File: config.mk
export PLATFORM = sky130hd
export DESIGN_NAME = multi_share_ctrl
export DESIGN_NICKNAME = d
export VERILOG_FILES = /design/src/rtl/multi_share_ctrl.sv
export SDC_FILE = /design/constraint.sdc
export NUM_CORES = 1
export LEC_CHECK = 0
export ABC_AREA = 1
export CORE_MARGIN = 4
export CORE_UTILIZATION = 34
export CTS_CLUSTER_SIZE = 25
export DETAILED_ROUTE_END_ITERATION = 8
export PLACE_DENSITY = 0.82
export SLEW_MARGIN = 5
export SYNTH_ARGS = -nofsm -noshare
export SYNTH_HDL_FRONTEND = slang
export SYNTH_SLANG_ARGS = --single-unit
File: constraint.sdc
create_clock -name clock -period 2.2 [get_ports clock]
set_input_delay 0.66 -clock clock [delete_from_list [all_inputs] [get_ports clock]]
set_output_delay 0.66 -clock clock [all_outputs]
set_load 0.02 [all_outputs]
File: src/rtl/multi_share_ctrl.sv
// -----------------------------------------------------------------------------
// multi_share_ctrl
//
// Time-shares one 32-bit multi-cycle compute unit between two requesters.
// The unit is driven one operation at a time (start/inp -> done/out). Each
// result, or an error if the unit hangs, is routed back to the requester that
// issued the operation. Grants are round-robin and alternate on each
// completed response handshake.
//
// Parameters
//   TIMEOUT      Maximum number of BUSY cycles spent waiting for unit_done
//                before the operation is aborted (legal range 2..255).
//
// Ports
//   clock        Sole clock. All state updates on its rising edge.
//   reset        Synchronous, active-high reset.
//   req0_*       Request channel 0: valid/ready handshake plus 32-bit operand.
//   req1_*       Request channel 1: same as channel 0.
//   resp0_*      Response channel 0: valid/ready handshake, 32-bit result,
//                and an error flag. The result is 0 when the error flag is set.
//   resp1_*      Response channel 1: same as channel 0.
//   unit_start   One-cycle start pulse to the compute unit.
//   unit_inp     Operand to the compute unit. Valid while unit_start is high.
//   unit_reset   Reset to the compute unit: reset OR a one-cycle abort pulse.
//   unit_done    Compute unit result-valid strobe.
//   unit_out     Compute unit result.
// -----------------------------------------------------------------------------
module multi_share_ctrl #(
  parameter int unsigned TIMEOUT = 16
) (
  input  logic        clock,
  input  logic        reset,

  input  logic        req0_valid,
  output logic        req0_ready,
  input  logic [31:0] req0_data,
  input  logic        req1_valid,
  output logic        req1_ready,
  input  logic [31:0] req1_data,

  output logic        resp0_valid,
  input  logic        resp0_ready,
  output logic [31:0] resp0_data,
  output logic        resp0_err,
  output logic        resp1_valid,
  input  logic        resp1_ready,
  output logic [31:0] resp1_data,
  output logic        resp1_err,

  output logic        unit_start,
  output logic [31:0] unit_inp,
  output logic        unit_reset,
  input  logic        unit_done,
  input  logic [31:0] unit_out
);

  typedef enum logic [1:0] {
    IDLE = 2'd0,
    BUSY = 2'd1,
    RESP = 2'd2
  } state_t;

  // The watchdog count holds the number of completed BUSY cycles. The current
  // BUSY cycle is therefore number wd_cnt+1, and the abort fires when that
  // number equals TIMEOUT.
  localparam logic [7:0] WD_LAST = 8'(TIMEOUT - 1);

  state_t      state;
  logic        prio;     // requester that wins when both are valid
  logic        owner;    // requester that issued the operation in flight
  logic [31:0] result;
  logic        err;
  logic [7:0]  wd_cnt;

  logic        idle_live;
  logic        resp_live;
  logic        grant_any;
  logic        grant_sel;
  logic        timeout_hit;
  logic        resp_taken;

  // ---------------------------------------------------------------------------
  // Grant, abort and response decode
  // ---------------------------------------------------------------------------
  // NOTE: every signal assigned in an always_comb gets a default at the top,
  // so that no path through the block leaves it unassigned and infers a latch.
  always_comb begin
    idle_live   = 1'b0;
    resp_live   = 1'b0;
    grant_any   = 1'b0;
    grant_sel   = 1'b0;
    timeout_hit = 1'b0;
    resp_taken  = 1'b0;

    // Reset overrides everything, so nothing is offered while it is held.
    idle_live = (state == IDLE) && !reset;
    resp_live = (state == RESP) && !reset;

    grant_any = req0_valid || req1_valid;
    // Under contention the priority holder wins; otherwise whoever is valid.
    grant_sel = (req0_valid && req1_valid) ? prio : req1_valid;

    // A done arriving in the last allowed cycle beats the abort.
    timeout_hit = (state == BUSY) && !reset && !unit_done && (wd_cnt == WD_LAST);

    // Only the owner's ready counts; the other port is ignored.
    resp_taken = owner ? resp1_ready : resp0_ready;
  end

  assign req0_ready  = idle_live && grant_any && !grant_sel;
  assign req1_ready  = idle_live && grant_any &&  grant_sel;

  assign unit_start  = idle_live && grant_any;
  assign unit_inp    = unit_start ? (grant_sel ? req1_data : req0_data) : 32'd0;
  assign unit_reset  = reset || timeout_hit;

  assign resp0_valid = resp_live && !owner;
  assign resp1_valid = resp_live &&  owner;
  assign resp0_data  = resp0_valid ? result : 32'd0;
  assign resp1_data  = resp1_valid ? result : 32'd0;
  assign resp0_err   = resp0_valid && err;
  assign resp1_err   = resp1_valid && err;

  // ---------------------------------------------------------------------------
  // Sequencer
  // ---------------------------------------------------------------------------
  // NOTE: state is updated only with non-blocking assignments, so every
  // register samples values from before the edge and ordering between
  // statements cannot change the result.
  always_ff @(posedge clock) begin
    // NOTE: reset is sampled on the clock edge here, not asynchronously,
    // and it clears every register including result, so a stale operand can
    // never reach a response port after reset.
    if (reset) begin
      state  <= IDLE;
      prio   <= 1'b0;
      owner  <= 1'b0;
      result <= 32'd0;
      err    <= 1'b0;
      wd_cnt <= 8'd0;
    end else begin
      unique case (state)
        IDLE: begin
          // unit_done is ignored here, so a late strobe cannot disturb result.
          if (grant_any) begin
            owner  <= grant_sel;
            wd_cnt <= 8'd0;
            state  <= BUSY;
          end
        end

        BUSY: begin
          wd_cnt <= wd_cnt + 8'd1;
          if (unit_done) begin
            result <= unit_out;
            err    <= 1'b0;
            state  <= RESP;
          end else if (timeout_hit) begin
            result <= 32'd0;
            err    <= 1'b1;
            state  <= RESP;
          end
        end

        RESP: begin
          // No watchdog applies here: a stalled requester holds RESP forever.
          // Priority moves on every handshake, including errored operations.
          if (resp_taken) begin
            prio  <= !owner;
            state <= IDLE;
          end
        end

        default: state <= IDLE;
      endcase
    end
  end

endmodule

== Yosys cells after proc, flatten, opt, wreduce, memory -nomap -nowiden ==
Cells that the tools add are included.
Word-level totals
  input bits: 103
  register bits after elaboration: 45
  output and inout port bits: 104
Operators by class
  eq/ne operators: 6
  add/subtract/negate cells: 1
  mux-type cells: 17
  reductions and logical operators: 27
Operator list (number)
  $mux W32: 6
  $pmux W8 S2: 1
  $logic_and A1 B1 Y1: 13
  $add A8 B1 Y8 const B: 1
  $eq A8 B4 Y1 const B: 1
  $mux W2: 4
  $mux W8: 1
  $reduce_and A2 Y1: 4
  $pmux W2 S3: 1
  $logic_not A1 Y1: 4
  $mux W1: 4
  $ne A2 B2 Y1 const B: 2
  $reduce_bool A2 Y1: 2
  $ne A3 B3 Y1 const B: 1
  $reduce_and A3 Y1: 1
  $eq A2 B1 Y1 const B: 1
  $eq A2 B2 Y1 const B: 1
  $logic_not A2 Y1: 1
  $logic_or A1 B1 Y1: 2

== Longest topological paths before layout ==
  depth after elaboration: 7
  gate-level depth with buffers: 10
  gate-level depth less buffers: 8

== Worst setup path after synthesis ==
Ideal clock, no wire load.
  path type: input to output
  start: in reset
  end: out resp1_data[10]
  arrival: 1.880 ns
  stages on the path: 7
  path slack: -0.340 ns
  cell sequence: buf_4 -> inv_2 -> nand2_1 -> nor2_1 -> inv_2 -> buf_4 -> nor2_1
Between the ends
  cells in the longest elaborated chain, start to end: 4
Ends and longest elaborated chain
  from (decl): line 32  | input logic reset,
  $logic_not A1 Y1: line 97  | resp_live = (state == RESP) && !reset;
  $logic_and A1 B1 Y1: line 97
  $logic_and A1 B1 Y1: line 118  | assign resp1_valid = resp_live && owner;
  via resp1_valid: line 45  | output logic resp1_valid,
  $mux W32: line 120  | assign resp1_data = resp1_valid ? result : 32'd0;
  to (decl): line 47  | output logic [31:0] resp1_data,
The timed path passes the listed nets, and every way through them passes these cells.

== Final worst setup path ==
  start: in req1_valid
  end: out unit_inp[14]
Between the ends
  cells in the longest elaborated chain, start to end: 4
Ends and longest elaborated chain
  from (decl): line 37  | input logic req1_valid,
  $logic_and A1 B1 Y1: line 101  | grant_sel = (req0_valid && req1_valid) ? prio : req1_valid;
  $mux W1: line 101
  $mux W32: line 114  | assign unit_inp = unit_start ? (grant_sel ? req1_data : req0_data) : 32'd0;
  $mux W32 (*): line 114
  to (decl): line 51  | output logic [31:0] unit_inp,
Every way passes the cells marked *; elsewhere a longest branch is shown, timed or not.

==> metrics <==
run status finished with violations; violations in the final reports setup timing; final standard cell area without fillers 0.00684 sq mm; CTS tree yes; net count reported at finish 815; port bufs 206; pin count of the biggest net entering global routing 22; Syn Nets 566; fraction of final layout cells with drive strength greater than 1 0.506; min Tclk post-route 2.47 ns; startpoint of the worst hold path result[25]$_SDFFE_PP0P_; post-detailed-route via-to-cell ratio 5.20; unrepaired setup endpoints after global routing true; CP Depth 11; Critical Path Most Common Cell sky130_fd_sc_hd__nand2_4; transition time at the pin with the least slew margin 0.395 ns; met2 layer wire length in the routed design 8900 um; source-to-sink clock delay at the later pin of the worst-skew pair 0.30 ns; Synth Cell Area 0.00271 sq mm; DRC violations left 0; wire length of the first global-routing pass 24100 um; count of maximum capacitance violations 0; cts bufs inserted 5; vertical extent of the die 97.3 um; data required time of the critical path 1.54 ns; routed wirelength normalized by instance count 21.1 um; Critical Path Slowest Stage Cell sky130_fd_sc_hd__o21ai_4; starting utilization of the core area 0.351; number of H-tree branching levels 2; number of synthesized register bits 45; final hold slack 0.464 ns; leftover overflow at the end of global routing 0; proportion of synthesized area in mux cells 0; count of warnings emitted by yosys 0; type of the most critical hold path reg -> reg; Crit. End Element primary output; Hold Path Sink result[25]$_SDFFE_PP0P_; HPWL Detailed 9550 um; final number of setup-violating endpoints 100; Critical Path Max Stage Delay 0.17 ns; cell count after synthesis 462; number of antenna violations at the first check in global routing 0; type of the worst setup path in -> out; simple logic cell fraction of the synthesized area 0.419; maximum number of buffers from clock root to sink 2; overall via count from detail_route 4222; post-synth cell types 25; floorplan die width 97.3 um; leakage power 0.00289 uW; number of global-route vias before repair 4511; most frequent standard cell in the layout excluding fill and tap cells sky130_fd_sc_hd__buf_6; Final period util 1.12; number of top-level pins 207; Antenna diodes 0; layout overhead on the synthesized area 152%; final WL 17100 um; die area 0.00947 sq mm; fillcell total 347; worst reg-to-reg path cell count 11; buffers and inverters on the worst path 6; wl on met1 5720 um; Final Skew 0.00756 ns; largest driver fanout on the critical path 8; reg-to-reg critical path endpoint result[19]$_SDFFE_PP0P_; cell type group with the largest total delay on the critical path buffers and inverters; clock slew seen by the registers of the worst setup and hold paths 0.08 ns; hold bufs inserted after CTS 0; Total Routing Usage GR 0.316; CTS sink cnt 45; Sum Neg Setup Slack -16.11 ns; pwr/cell area 338 mW/mm^2; synthesized-area fraction occupied by ao, oa, aoi and oai cells 0.101; remaining number of nets flagged by the antenna check after routing 0; Routability Congestion 0.986; top layer used by detailed routing met4; worst r2r src wd_cnt[1]$_SDFFE_PP0P_; drt first pass iters 6; routed wl met3 1310 um; total design power 2310 uW; main combinational cell family by area after synthesis simple AND/OR/NAND/NOR gates; max_slew headroom 0.735; placed cell areas 0.00558 sq mm; post-synthesis xor/xnor area fraction 0; share of the yosys chip area belonging to registers 0.332; startpoint type of the worst setup path input pin; Iter 0 DRT Violations 243; worst path setup slack after routing -0.269 ns; Hold Vio Cnt, Final 0; cell depth of the worst min-delay path 2; launch point of the worst path req1_valid; clock tree root buffer cell sky130_fd_sc_hd__clkbuf_8; number of slew-limit violations in the final report 0; average cell area after synthesis 5.87 sq um; peak supply drop 357 uV; worst path arrival time 1.81 ns; series of cell instances along the critical path buf_6 -> o21ai_4 -> nor2_4 -> buf_4 -> nand2_4 -> inv_6 -> buf_12 -> buf_16 -> nand2_4 -> nand2_4 -> buf_6; arithmetic-cell share of the synthesized area counting full adders, half adders and majority gates 0.00461; FF-to-FF setup slack 0.45 ns; peak clock frequency supported by timing 0.405 GHz; row cnt 32; floorplan core area 0.00773 sq mm; commonest cells after routing, fill and taps aside 109 x sky130_fd_sc_hd__buf_6, 98 x sky130_fd_sc_hd__clkdlybuf4s50_1, 91 x sky130_fd_sc_hd__nand2_1, 70 x sky130_fd_sc_hd__nor2_4, 63 x sky130_fd_sc_hd__nand2_4
[final cells by class]
class / instances / area [sq um] / share of cell area
timing repair buffer: 265 / 3000 / 0.439
clock inverter: 1 / 5.00 / 0.000732
multi-input combinational: 339 / 2500 / 0.365
clock buffer: 5 / 68.8 / 0.0101
sequential: 45 / 906 / 0.133
inverter: 55 / 234 / 0.0342
tap: 102 / 128 / 0.0187
[repair_timing]
action,4_1_cts,5_1_grt
resized for setup,752,74
setup endpoints to repair,104,102
pin swaps,10,25
setup buffers,17,7
gates cloned,12,0
[how the worst max path moves through the flow]
stage	end	slack [ns]
global route	unit_inp[14]	-0.29
finish	unit_inp[14]	-0.27
detailed placement	unit_inp[16]	-1.21
floorplan	unit_inp[22]	-0.10
global placement	unit_inp[4]	-1.19
CTS	unit_inp[24]	-0.23
[per-stage QoR]
step / instances / setup slack, ns / utilization
global placement: 780 / -1.19 / 0.722
floorplan: 462 / -0.100 / -
global route: 812 / -0.293 / 0.885
finish: 812 / -0.269 / 0.885
detailed placement: 780 / -1.21 / 0.722
CTS: 815 / -0.228 / 0.870
[layer usage]
layer	vias up	track usage
met1	2003	0.313
met3	90	0.0804
met2	238	0.602
li1	1891	-
met5	-	0
met4	0	0.160
[registers in the layout, indices dropped and copies added, names as in the netlist]
register,flops
result,32
owner,1
wd_cnt,8
err,1
state,2
prio,1
[logic make-up (layout without fill, tap and decap cells)]
group | after synthesis | count (layout)
AO/OA/AOI/OAI | 53 | 53
adder cells (fa/ha/maj) | 1 | 1
buffers and inverters | 78 | 326
flip-flops | 45 | 45
AND/OR/NAND/NOR | 285 | 285
[worst register-to-register path, cell delays in order, from the launching register on]
cell,delay [ns]
sky130_fd_sc_hd__dfxtp_1,0.37
sky130_fd_sc_hd__ha_1,0.18
sky130_fd_sc_hd__nand2_1,0.08
sky130_fd_sc_hd__nor2_2,0.12
sky130_fd_sc_hd__nand3_2,0.10
sky130_fd_sc_hd__buf_4,0.14
sky130_fd_sc_hd__buf_4,0.13
sky130_fd_sc_hd__nand2_1,0.08
sky130_fd_sc_hd__nand2_2,0.08
sky130_fd_sc_hd__buf_4,0.20
sky130_fd_sc_hd__nand2_1,0.09
sky130_fd_sc_hd__a21oi_1,0.07
[synth_stat cells]
cell | number | area (sq um)
sky130_fd_sc_hd__buf_2 | 3 | 15.0
sky130_fd_sc_hd__o21ai_0 | 10 | 50.1
sky130_fd_sc_hd__buf_6 | 7 | 78.8
sky130_fd_sc_hd__clkbuf_1 | 4 | 15.0
sky130_fd_sc_hd__o21ai_2 | 1 | 8.76
sky130_fd_sc_hd__nor2_4 | 3 | 33.8
sky130_fd_sc_hd__nor2_1 | 77 | 289
sky130_fd_sc_hd__inv_2 | 6 | 22.5
sky130_fd_sc_hd__nand3_1 | 4 | 20.0
sky130_fd_sc_hd__nand2_2 | 1 | 6.26
sky130_fd_sc_hd__nand3_2 | 1 | 10.0
sky130_fd_sc_hd__nor2_2 | 5 | 31.3
sky130_fd_sc_hd__or2_1 | 1 | 6.26
sky130_fd_sc_hd__a21oi_1 | 41 | 205
sky130_fd_sc_hd__clkbuf_8 | 1 | 13.8
sky130_fd_sc_hd__inv_1 | 48 | 180
sky130_fd_sc_hd__nand2_1 | 187 | 702
sky130_fd_sc_hd__nand4_1 | 1 | 6.26
sky130_fd_sc_hd__a21oi_2 | 1 | 8.76
sky130_fd_sc_hd__clkinv_2 | 1 | 5.00
sky130_fd_sc_hd__buf_4 | 8 | 60.1
sky130_fd_sc_hd__nor3_1 | 4 | 20.0
sky130_fd_sc_hd__dfxtp_1 | 45 | 901
sky130_fd_sc_hd__ha_1 | 1 | 12.5
sky130_fd_sc_hd__nor3_2 | 1 | 10.0
[where the power goes]
| part | internal [uW] | switching (uW) | total (uW) |
|---|---|---|---|
| sequential | 849 | 25.4 | 875 |
| combinational | 468 | 483 | 951 |
| clock | 210 | 277 | 487 |
No activity file was read; power rests on OpenSTA's default activity.
